===== config.mk =====
export PLATFORM = sky130hd
export DESIGN_NAME = rt_mu_ctrl
export DESIGN_NICKNAME = d
export VERILOG_FILES = /design/src/rtl/rt_mu_ctrl.sv
export SDC_FILE = /design/constraint.sdc
export NUM_CORES = 1
export LEC_CHECK = 0
export CORE_UTILIZATION = 44
export CTS_BUF_LIST = sky130_fd_sc_hd__clkbuf_16
export DETAILED_ROUTE_END_ITERATION = 8
export GPL_ROUTABILITY_DRIVEN = 1
export GPL_TIMING_DRIVEN = 1
export PLACE_DENSITY = 0.83
export SLEW_MARGIN = 0
export SYNTH_ARGS = -nofsm -noshare
export SYNTH_HDL_FRONTEND = slang
export SYNTH_SLANG_ARGS = --single-unit

===== constraint.sdc =====
create_clock -name clk_i -period 1.9 [get_ports clk_i]
set_input_delay 0.19 -clock clk_i [delete_from_list [all_inputs] [get_ports clk_i]]
set_output_delay 0.19 -clock clk_i [all_outputs]
set_load 0.02 [all_outputs]

===== src/rtl/rt_mu_ctrl.sv =====
// rt_mu_ctrl: sequencing controller for one racetrack LiM memory unit.
// Takes word-level requests (read, write data, write mask, LiM read). It
// shifts the addressed domain under its access port, drives the field,
// write or read pulses, shifts back to the home position, and then returns
// the response word.
// Optional build macro: RT_MU_CTRL_SHIFT_CNT_EN adds shift_cnt_o, a
// saturating count of shift pulse cycles.
module rt_mu_ctrl #(
  parameter int Nr = 4,
  parameter int Nb = 32,
  parameter int Np = 8
) (
  input  logic                  clk_i,
  input  logic                  rstn_i,
  input  logic                  req_valid_i,
  output logic                  req_ready_o,
  input  logic [1:0]            req_op_i,
  input  logic [$clog2(Nb)-1:0] req_addr_i,
  input  logic [Nr-1:0]         req_wdata_i,
  input  logic                  req_nand_norn_i,
  output logic                  rsp_valid_o,
  input  logic                  rsp_ready_i,
  output logic [Nr-1:0]         rsp_rdata_o,
  output logic                  rsp_err_o,
  output logic                  busy_o,
`ifdef RT_MU_CTRL_SHIFT_CNT_EN
  output logic [31:0]           shift_cnt_o,
`endif
  output logic                  Bz_s_o,
  output logic                  Bz_m_o,
  output logic                  read_current_o,
  output logic                  current_s_data_o,
  output logic                  current_s_mask_o,
  output logic                  current_s_lim_o,
  output logic                  current_m_data_o,
  output logic                  current_m_mask_o,
  output logic                  current_m_lim_o,
  output logic [Nr-1:0]         write_i_data_o,
  output logic [Nr-1:0]         write_i_mask_o,
  output logic                  write_en_data_o,
  output logic                  write_en_mask_o,
  output logic                  IN1_NAND_NORn_o,
  output logic [Nb-1:0]         word_lines_o,
  output logic                  out_select_o,
  input  logic [Nr-1:0]         r_data_i
);

  localparam int          AW   = $clog2(Nb);
  localparam int unsigned Nsp  = Nb / Np;
  localparam int unsigned NbU  = Nb;
  localparam int unsigned LastPort = Np - 1;

  localparam logic [1:0] OP_RD   = 2'b00;
  localparam logic [1:0] OP_WR   = 2'b01;
  localparam logic [1:0] OP_MASK = 2'b10;
  localparam logic [1:0] OP_LIM  = 2'b11;

  typedef enum logic [2:0] {IDLE, SHIFT_F, FIELD, ACCESS, SHIFT_B, RESP} state_t;

  state_t          state, state_n;
  logic            phase, phase_n;
  logic [AW-1:0]   steps, steps_n;
  logic [AW-1:0]   addr_q, k_q;
  logic [1:0]      op_q;
  logic [Nr-1:0]   wdata_q;
  logic            sel_q;

  int unsigned     port_idx;
  logic [AW-1:0]   dec_k;
  logic            dec_err;

  logic [AW-1:0]   src_addr;
  logic [1:0]      src_op;
  logic [Nr-1:0]   src_wdata;
  logic            src_sel;
  logic            op_reads;

  // Map an incoming address to its port and shift distance; the last port absorbs the remainder
  always_comb begin
    port_idx = 32'(req_addr_i) / Nsp;
    if (port_idx > LastPort) port_idx = LastPort;
    dec_k   = AW'(32'(req_addr_i) - port_idx * Nsp);
    dec_err = (32'(req_addr_i) >= NbU);
  end

  // Request fields come straight from the inputs in the accept cycle, from the latches afterwards
  always_comb begin
    src_addr  = (state == IDLE) ? req_addr_i      : addr_q;
    src_op    = (state == IDLE) ? req_op_i        : op_q;
    src_wdata = (state == IDLE) ? req_wdata_i     : wdata_q;
    src_sel   = (state == IDLE) ? req_nand_norn_i : sel_q;
    op_reads  = (op_q == OP_RD) || (op_q == OP_LIM);
  end

  // Sequencer: each shift step is a pulse cycle (phase 0) then a gap cycle (phase 1)
  always_comb begin
    state_n = state;
    phase_n = phase;
    steps_n = steps;
    case (state)
      IDLE: begin
        if (req_valid_i) begin
          phase_n = 1'b0;
          if (dec_err) begin
            state_n = RESP;
          end else if (dec_k != '0) begin
            state_n = SHIFT_F;
            steps_n = dec_k;
          end else if (req_op_i == OP_LIM) begin
            state_n = FIELD;
          end else begin
            state_n = ACCESS;
          end
        end
      end
      SHIFT_F: begin
        if (!phase) begin
          phase_n = 1'b1;
        end else if (steps > AW'(1)) begin
          steps_n = steps - AW'(1);
          phase_n = 1'b0;
        end else begin
          phase_n = 1'b0;
          state_n = (op_q == OP_LIM) ? FIELD : ACCESS;
        end
      end
      FIELD: begin
        if (!phase) begin
          phase_n = 1'b1;
        end else begin
          phase_n = 1'b0;
          state_n = ACCESS;
        end
      end
      ACCESS: begin
        phase_n = 1'b0;
        if (k_q != '0) begin
          state_n = SHIFT_B;
          steps_n = k_q;
        end else begin
          state_n = RESP;
        end
      end
      SHIFT_B: begin
        if (!phase) begin
          phase_n = 1'b1;
        end else if (steps > AW'(1)) begin
          steps_n = steps - AW'(1);
          phase_n = 1'b0;
        end else begin
          phase_n = 1'b0;
          state_n = RESP;
        end
      end
      RESP: begin
        if (rsp_ready_i) state_n = IDLE;
      end
      default: state_n = IDLE;
    endcase
  end

  // State, request latches and every output, registered from the state being entered
  always_ff @(posedge clk_i) begin
    if (!rstn_i) begin
      state            <= IDLE;
      phase            <= 1'b0;
      steps            <= '0;
      addr_q           <= '0;
      k_q              <= '0;
      op_q             <= '0;
      wdata_q          <= '0;
      sel_q            <= 1'b0;
      req_ready_o      <= 1'b1;
      busy_o           <= 1'b0;
      rsp_valid_o      <= 1'b0;
      rsp_rdata_o      <= '0;
      rsp_err_o        <= 1'b0;
      Bz_s_o           <= 1'b0;
      Bz_m_o           <= 1'b0;
      read_current_o   <= 1'b0;
      current_s_data_o <= 1'b0;
      current_s_mask_o <= 1'b0;
      current_s_lim_o  <= 1'b0;
      current_m_data_o <= 1'b0;
      current_m_mask_o <= 1'b0;
      current_m_lim_o  <= 1'b0;
      write_i_data_o   <= '0;
      write_i_mask_o   <= '0;
      write_en_data_o  <= 1'b0;
      write_en_mask_o  <= 1'b0;
      IN1_NAND_NORn_o  <= 1'b0;
      word_lines_o     <= '0;
      out_select_o     <= 1'b0;
    end else begin
      state <= state_n;
      phase <= phase_n;
      steps <= steps_n;
      if (state == IDLE && req_valid_i) begin
        addr_q  <= req_addr_i;
        k_q     <= dec_k;
        op_q    <= req_op_i;
        wdata_q <= req_wdata_i;
        sel_q   <= req_nand_norn_i;
      end
      req_ready_o      <= (state_n == IDLE);
      busy_o           <= (state_n != IDLE);
      rsp_valid_o      <= (state_n == RESP);
      current_s_data_o <= (state_n == SHIFT_F) && !phase_n;
      current_s_mask_o <= (state_n == SHIFT_F) && !phase_n;
      current_s_lim_o  <= (state_n == SHIFT_F) && !phase_n;
      current_m_data_o <= (state_n == SHIFT_B) && !phase_n;
      current_m_mask_o <= (state_n == SHIFT_B) && !phase_n;
      current_m_lim_o  <= (state_n == SHIFT_B) && !phase_n;
      Bz_s_o           <= (state_n == FIELD) && !phase_n;
      Bz_m_o           <= (state_n == FIELD) && phase_n;
      IN1_NAND_NORn_o  <= ((state_n == FIELD) || (state_n == ACCESS && src_op == OP_LIM)) ? src_sel : 1'b0;
      word_lines_o     <= (state_n == ACCESS) ? (Nb'(1) << src_addr) : '0;
      read_current_o   <= (state_n == ACCESS) && (src_op == OP_RD || src_op == OP_LIM);
      out_select_o     <= (state_n == ACCESS) && (src_op == OP_LIM);
      write_en_data_o  <= (state_n == ACCESS) && (src_op == OP_WR);
      write_en_mask_o  <= (state_n == ACCESS) && (src_op == OP_MASK);
      write_i_data_o   <= (state_n == ACCESS && src_op == OP_WR)   ? src_wdata : '0;
      write_i_mask_o   <= (state_n == ACCESS && src_op == OP_MASK) ? src_wdata : '0;
      if (state == IDLE) begin
        rsp_rdata_o <= '0;
        rsp_err_o   <= req_valid_i && dec_err;
      end else if (state == ACCESS && op_reads) begin
        rsp_rdata_o <= r_data_i;
      end else if (state == RESP && rsp_ready_i) begin
        rsp_rdata_o <= '0;
        rsp_err_o   <= 1'b0;
      end
    end
  end

`ifdef RT_MU_CTRL_SHIFT_CNT_EN
  // Saturating count of forward and backward shift pulse cycles
  always_ff @(posedge clk_i) begin
    if (!rstn_i) begin
      shift_cnt_o <= '0;
    end else if ((current_s_data_o || current_m_data_o) && shift_cnt_o != 32'hFFFF_FFFF) begin
      shift_cnt_o <= shift_cnt_o + 32'd1;
    end
  end
`endif

endmodule


[Yosys cells after proc, flatten, opt, wreduce, memory -nomap -nowiden]
Index checks and enable logic that the tools add are counted.
Word-level totals
  register bits after elaboration: 82
  latch bits: 0
  RAM bits: 0
  ROM bits: 0
  input bits: 20
  output and inout port bits: 61
  word-level logic and storage cells: 110
  memories kept: 0
Operators by class
  $add $sub $neg: 2
  $mul: 0
  div/mod/pow operators: 0
  order comparisons: 2
  equality and inequality tests: 20
  shift-type cells: 1
  muxes and demuxes: 28
  bitwise logic cells: 1
  reductions and logical operators: 32
Operators by type and width (count)
  $shl 1x5->32 const A: 1
  $mux 5: 6
  $mux 3: 8
  $pmux 3 s6: 1
  $pmux 5 s3: 1
  $eq 3x2->1 const B: 4
  $eq 3x3->1 const B: 4
  $mux 4: 3
  $logic_and 1x1->1: 11
  $reduce_bool 5->1: 2
  $eq 2x2->1 const B: 4
  $reduce_and 2->1: 4
  $eq 3x1->1 const B: 2
  $logic_not 3->1: 2
  $mux 1: 6
  $ne 2x1->1 const B: 3
  $reduce_and 6->1: 1
  $reduce_bool 3->1: 2
  $gt 5x1->1 const B: 1
  $sub 5x1->5 const B: 1
  $sub 5x5->5: 1
  $logic_not 2->1: 2
  $mux 2: 2
  $ne 2x2->1 const B: 2
  9 further kinds: 12

[Longest topological paths before layout]
  depth in word-level cells: 11
  gate-level depth with buffers: 9
  depth with buffers taken out: 7

[Worst setup path before layout]
OpenSTA, ideal clock, no wires.
  kind: reg2reg
  start: register state[2]
  end: register IN1_NAND_NORn_o
  library setup time: 0.116 ns
  arrival time: 1.917 ns
  data required time: 1.784 ns
  slack: -0.133 ns
  stages on the path, launching flop included: 8
  buffers on the path: 2
  period minus slack after synthesis: 2.033 ns
  path through: dfxtp_1 -> clkbuf_1 -> nor3_2 -> buf_2 -> mux2i_1 -> inv_1 -> ha_1 -> o211a_1
Between the ends
  longest elaborated chain between the ends: 7
  elaborated cells between the ends (all ways): 22
  classes of those cells: eq/ne (8); mux (10); reduce/logical (4)
Ends and longest elaborated chain
  start: declaration: line 60  | state_t state, state_n;
  start signal: assignment: line 195  | state <= state_n;
  $mux 3, on equally long branches: line 147, 119
  $mux 3, on equally long branches: line 145, 117
  $pmux 3 s6: line 100  | case (state)
  $eq 3x2->1: line 216  | IN1_NAND_NORn_o <= ((state_n == FIELD) || (state_n == ACCESS && src_op == OP_LIM)) ? src_sel : 1'b0;
  $logic_and 1x1->1: line 216
  $logic_or 1x1->1: line 216
  $reduce_and 2->1 (no source line)
  end signal: assignment: line 216
  end: declaration: line 42  | output logic IN1_NAND_NORn_o,
Several ways; a longest one is shown, not always the timed one.
A chain may end at the register's enable or synchronous reset.

[Worst setup path in the final report]
  start: register state[1]
  end: register word_lines_o[27]
Between the ends
  longest elaborated chain between the ends: 5
  elaborated cells between the ends (all ways): 18
  classes of those cells: eq/ne (6); shift (1); mux (9); reduce/logical (2)
Ends and longest elaborated chain
  $mux 3, on equally long branches: line 147, 119
  $mux 3, on equally long branches: line 145, 117
  $pmux 3 s6: line 100
  $eq 3x2->1: line 217  | word_lines_o <= (state_n == ACCESS) ? (Nb'(1) << src_addr) : '0;
  $reduce_and 2->1 (no source line)
  end signal: assignment: line 217
  end: declaration: line 43  | output logic [Nb-1:0] word_lines_o,
Several ways; a longest one is shown, not always the timed one.

==> out/metrics.cfg <==
[sta]
finalCritPeriodShare_pct=108
worst_pin_slew_ns=0.616
holdWs_ns=0.446
final_hold_viol_count=0
clock_skew_ns=0.00487
rsz0062_at_grt=yes
setup_viol=40
fin_ws_ns=-0.158
slew_viol_final=0
maxSlewHeadroom_pct=58.9
fmax_mhz=486
min_period_ns=2.06

[clock_tree]
cts_sinks=80
cts_max_path_buffers=2
cts_tree=done
htreeDepth=3
cts_root_buffer=clkbuf_16
numCtsBuffers=9
clock_latency_ns=0.34
clkSlewWorstSetupHoldPaths_ns=0.06

[pwr]
powerDensity_mw_per_mm2=867
vdd_drop_max_v=0.000527
p_leak_nw=1.99

[synth]
yosys_warnings=0
yosys_most_used_dff=dfxtp_1
synth.avg_cell_area_um2=8.63
synth_edf_count=0
syn_inst=388
synth_cell_types=58
netlist_area_mm2=0.00335
async_flop_share_pct=0
synth_seq_cells=80
seq_area_frac_synth_pct=47.8

[detailed_routing]
wl_um=10700
firstDrtPassIters=5
drc=0
drt_iter0_drc=212
drtAntennaViolNets=0
num_vias=3424
drt-vias-per-instance=5.65
wire_per_inst_um=17.7

[placed_design]
dp_hpwl_um=6670
gp_congestion=0.912
dp_worst_setup_slack_ns=-0.206
io_buffer_count=79
dp.cells=579

[hold_path]
hold_path.class=input port to flop

[layout]
fillers=553
diodes=0
final_nets=530
drive_above_1_share_pct=21.9
synthToLayoutAreaGrowth_pct=55.9
stdcell_count=606

[run_status]
outcome=complete, but fails checks
violations=negative setup slack

[die]
fp.dieW_um=89.2
start_util_pct=45.9
rows=31
core_mm2=0.00729
io_pins=81
dieHeight_um=89.2
dieArea_mm2=0.00796

[worst_setup_path]
critical_path.top_delay_family=simple AND/OR/NAND/NOR gates
slowest_delay_ns=0.43
critPathBufInv=3
cp.required_ns=2.09
path_cells=buf_12 -> nand2b_1 -> nor3b_1 -> a2111o_1 -> nor2_4 -> buf_12 -> buf_12 -> nor4_1
cp_max_fo=13
path_class=flop to flop
cp-end-kind=flop
cp-start-kind=flop
worstPathArrival_ns=2.25
cp_slowest_cell=nor4_1
critPathMostFrequentCell=buf_12

[global_routing]
grt-ovfl-total=0
grt_antenna_before_repair=0
grt_pass1_vias=2964
grt_max_degree=27
gr-usage-all-layers_pct=24.2
grt_pass1_wl_um=14500

[run]
cap_violations=0

==> per-layer routing <==
layer	wire length (µm)	GRT usage (%)	vias up	share of wire (%)
met2	5420	42.1	169	51
li1	-	-	1594	-
met5	0	0	-	0
met3	627	4.62	49	5.8
met4	425	9.52	0	4.0
met1	4250	29.6	1612	40
==> worst register-to-register path, cell delays in order (launching register included) <==
cell      delay (ns)
dfxtp_4         0.36
buf_12          0.14
nand2b_1        0.17
nor3b_1         0.20
a2111o_1        0.26
nor2_4          0.07
buf_12          0.14
buf_12          0.14
nor4_1          0.44
==> final timing paths <==
| check | startpoint | endpoint | slack [ns] | cells after the start |
|---|---|---|---|---|
| setup / recovery | state[1] | word_lines_o[27] | -0.16 | 8 |
| hold / removal | req_wdata_i[1] | wdata_q[1] | 0.45 | 3 |
| setup reg to reg | state[1] | word_lines_o[27] | -0.16 | 8 |
| hold reg to reg | wdata_q[2] | wdata_q[2] | 0.46 | 2 |
==> flip-flops by register name, indices dropped and copies added (netlist names), 2 cells and up <==
signal	flops
wdata_q	4
write_i_data_o	4
word_lines_o	32
addr_q	5
op_q	2
k_q	3
state	3
steps	5
write_i_mask_o	4
rsp_rdata_o	4
==> area by class of cell <==
type                            instances  area, µm²  area share (%)
Clock buffer                            9        225            4.31
Clock inverter                          7       72.6            1.39
Inverter                               11       41.3           0.791
Multi-Input combinational cell        272       1860            35.7
Sequential cell                        80       1610            30.9
Tap cell                               99        124            2.37
Timing Repair Buffer                  128       1280            24.6
==> cell families after synthesis <==
| group | count (synthesis) | synth area share [%] |
|---|---|---|
| other cells | 2 | 0.224 |
| flops | 80 | 47.8 |
| buf+inv | 39 | 5.72 |
| xor+xnor | 2 | 0.523 |
| mux | 8 | 2.43 |
| fa+ha+maj | 8 | 2.99 |
| simple gates | 180 | 26.6 |
| compound gates | 69 | 13.6 |
==> placed cells by master (no fill, tap or decap), types with 5 or more instances in the layout <==
cell type        count
conb_1               5
o21ai_0              6
nor4_1              10
nand2b_1             6
clkbuf_16           12
mux2i_1              5
ha_1                 7
nand3_1              6
nor4_4               6
buf_4               39
nor4_2              11
dfxtp_1             76
nand2_1             63
a21oi_1             28
nor3_1              16
inv_1               11
clkdlybuf4s50_1     79
buf_12               5
nor2_1              28
==> power by group <==
| part | total [mW] | internal [mW] | switching, mW |
|---|---|---|---|
| logic | 1.02 | 0.447 | 0.574 |
| registers | 1.79 | 1.73 | 0.0550 |
| clock network | 1.71 | 1.02 | 0.698 |
| total | 4.52 | 3.20 | 1.33 |
==> timing repair <==
action                                  CTS  global route
buffers inserted                          1             6
endpoints found under the setup margin   52            54
pin swaps                                 1            17
gates resized for setup                   6            52
gates cloned                              0             4
hold buffers                              0             0
==> cells in the mapped netlist, types with 4 or more instances <==
cell      count  area [µm²]
nand3b_1      4        30.0
and3_1        5        31.3
a31oi_1       4        25.0
a22oi_1       5        37.5
nand2b_1      6        37.5
nor3b_1       5        37.5
ha_1          8         100
buf_2         5        25.0
clkbuf_1     13        48.8
nand2_1      64         240
dfxtp_1      80        1600
inv_1        11        41.3
mux2i_1       7        70.1
nor2_1       30         113
nor4_1       27         169
o21ai_0       7        35.0
nor3_1       18        90.1
nand3_1       6        30.0
a21oi_1      28         140
buf_4         6        45.0
==> through the flow <==
stage / power, mW / TNS, ns / utilization [%] / cell area, µm²
floorplan: 2.30 / 0 / - / 3380
global placement: 2.57 / -4.62 / 61.2 / 4460
detailed placement: 2.60 / -8.52 / 61.2 / 4460
CTS: 4.29 / -0.0136 / 66.0 / 4810
global route: 4.68 / -4.26 / 71.6 / 5220
finish: 4.52 / -1.86 / 71.6 / 5220
Power figures use the tool's default switching activity.
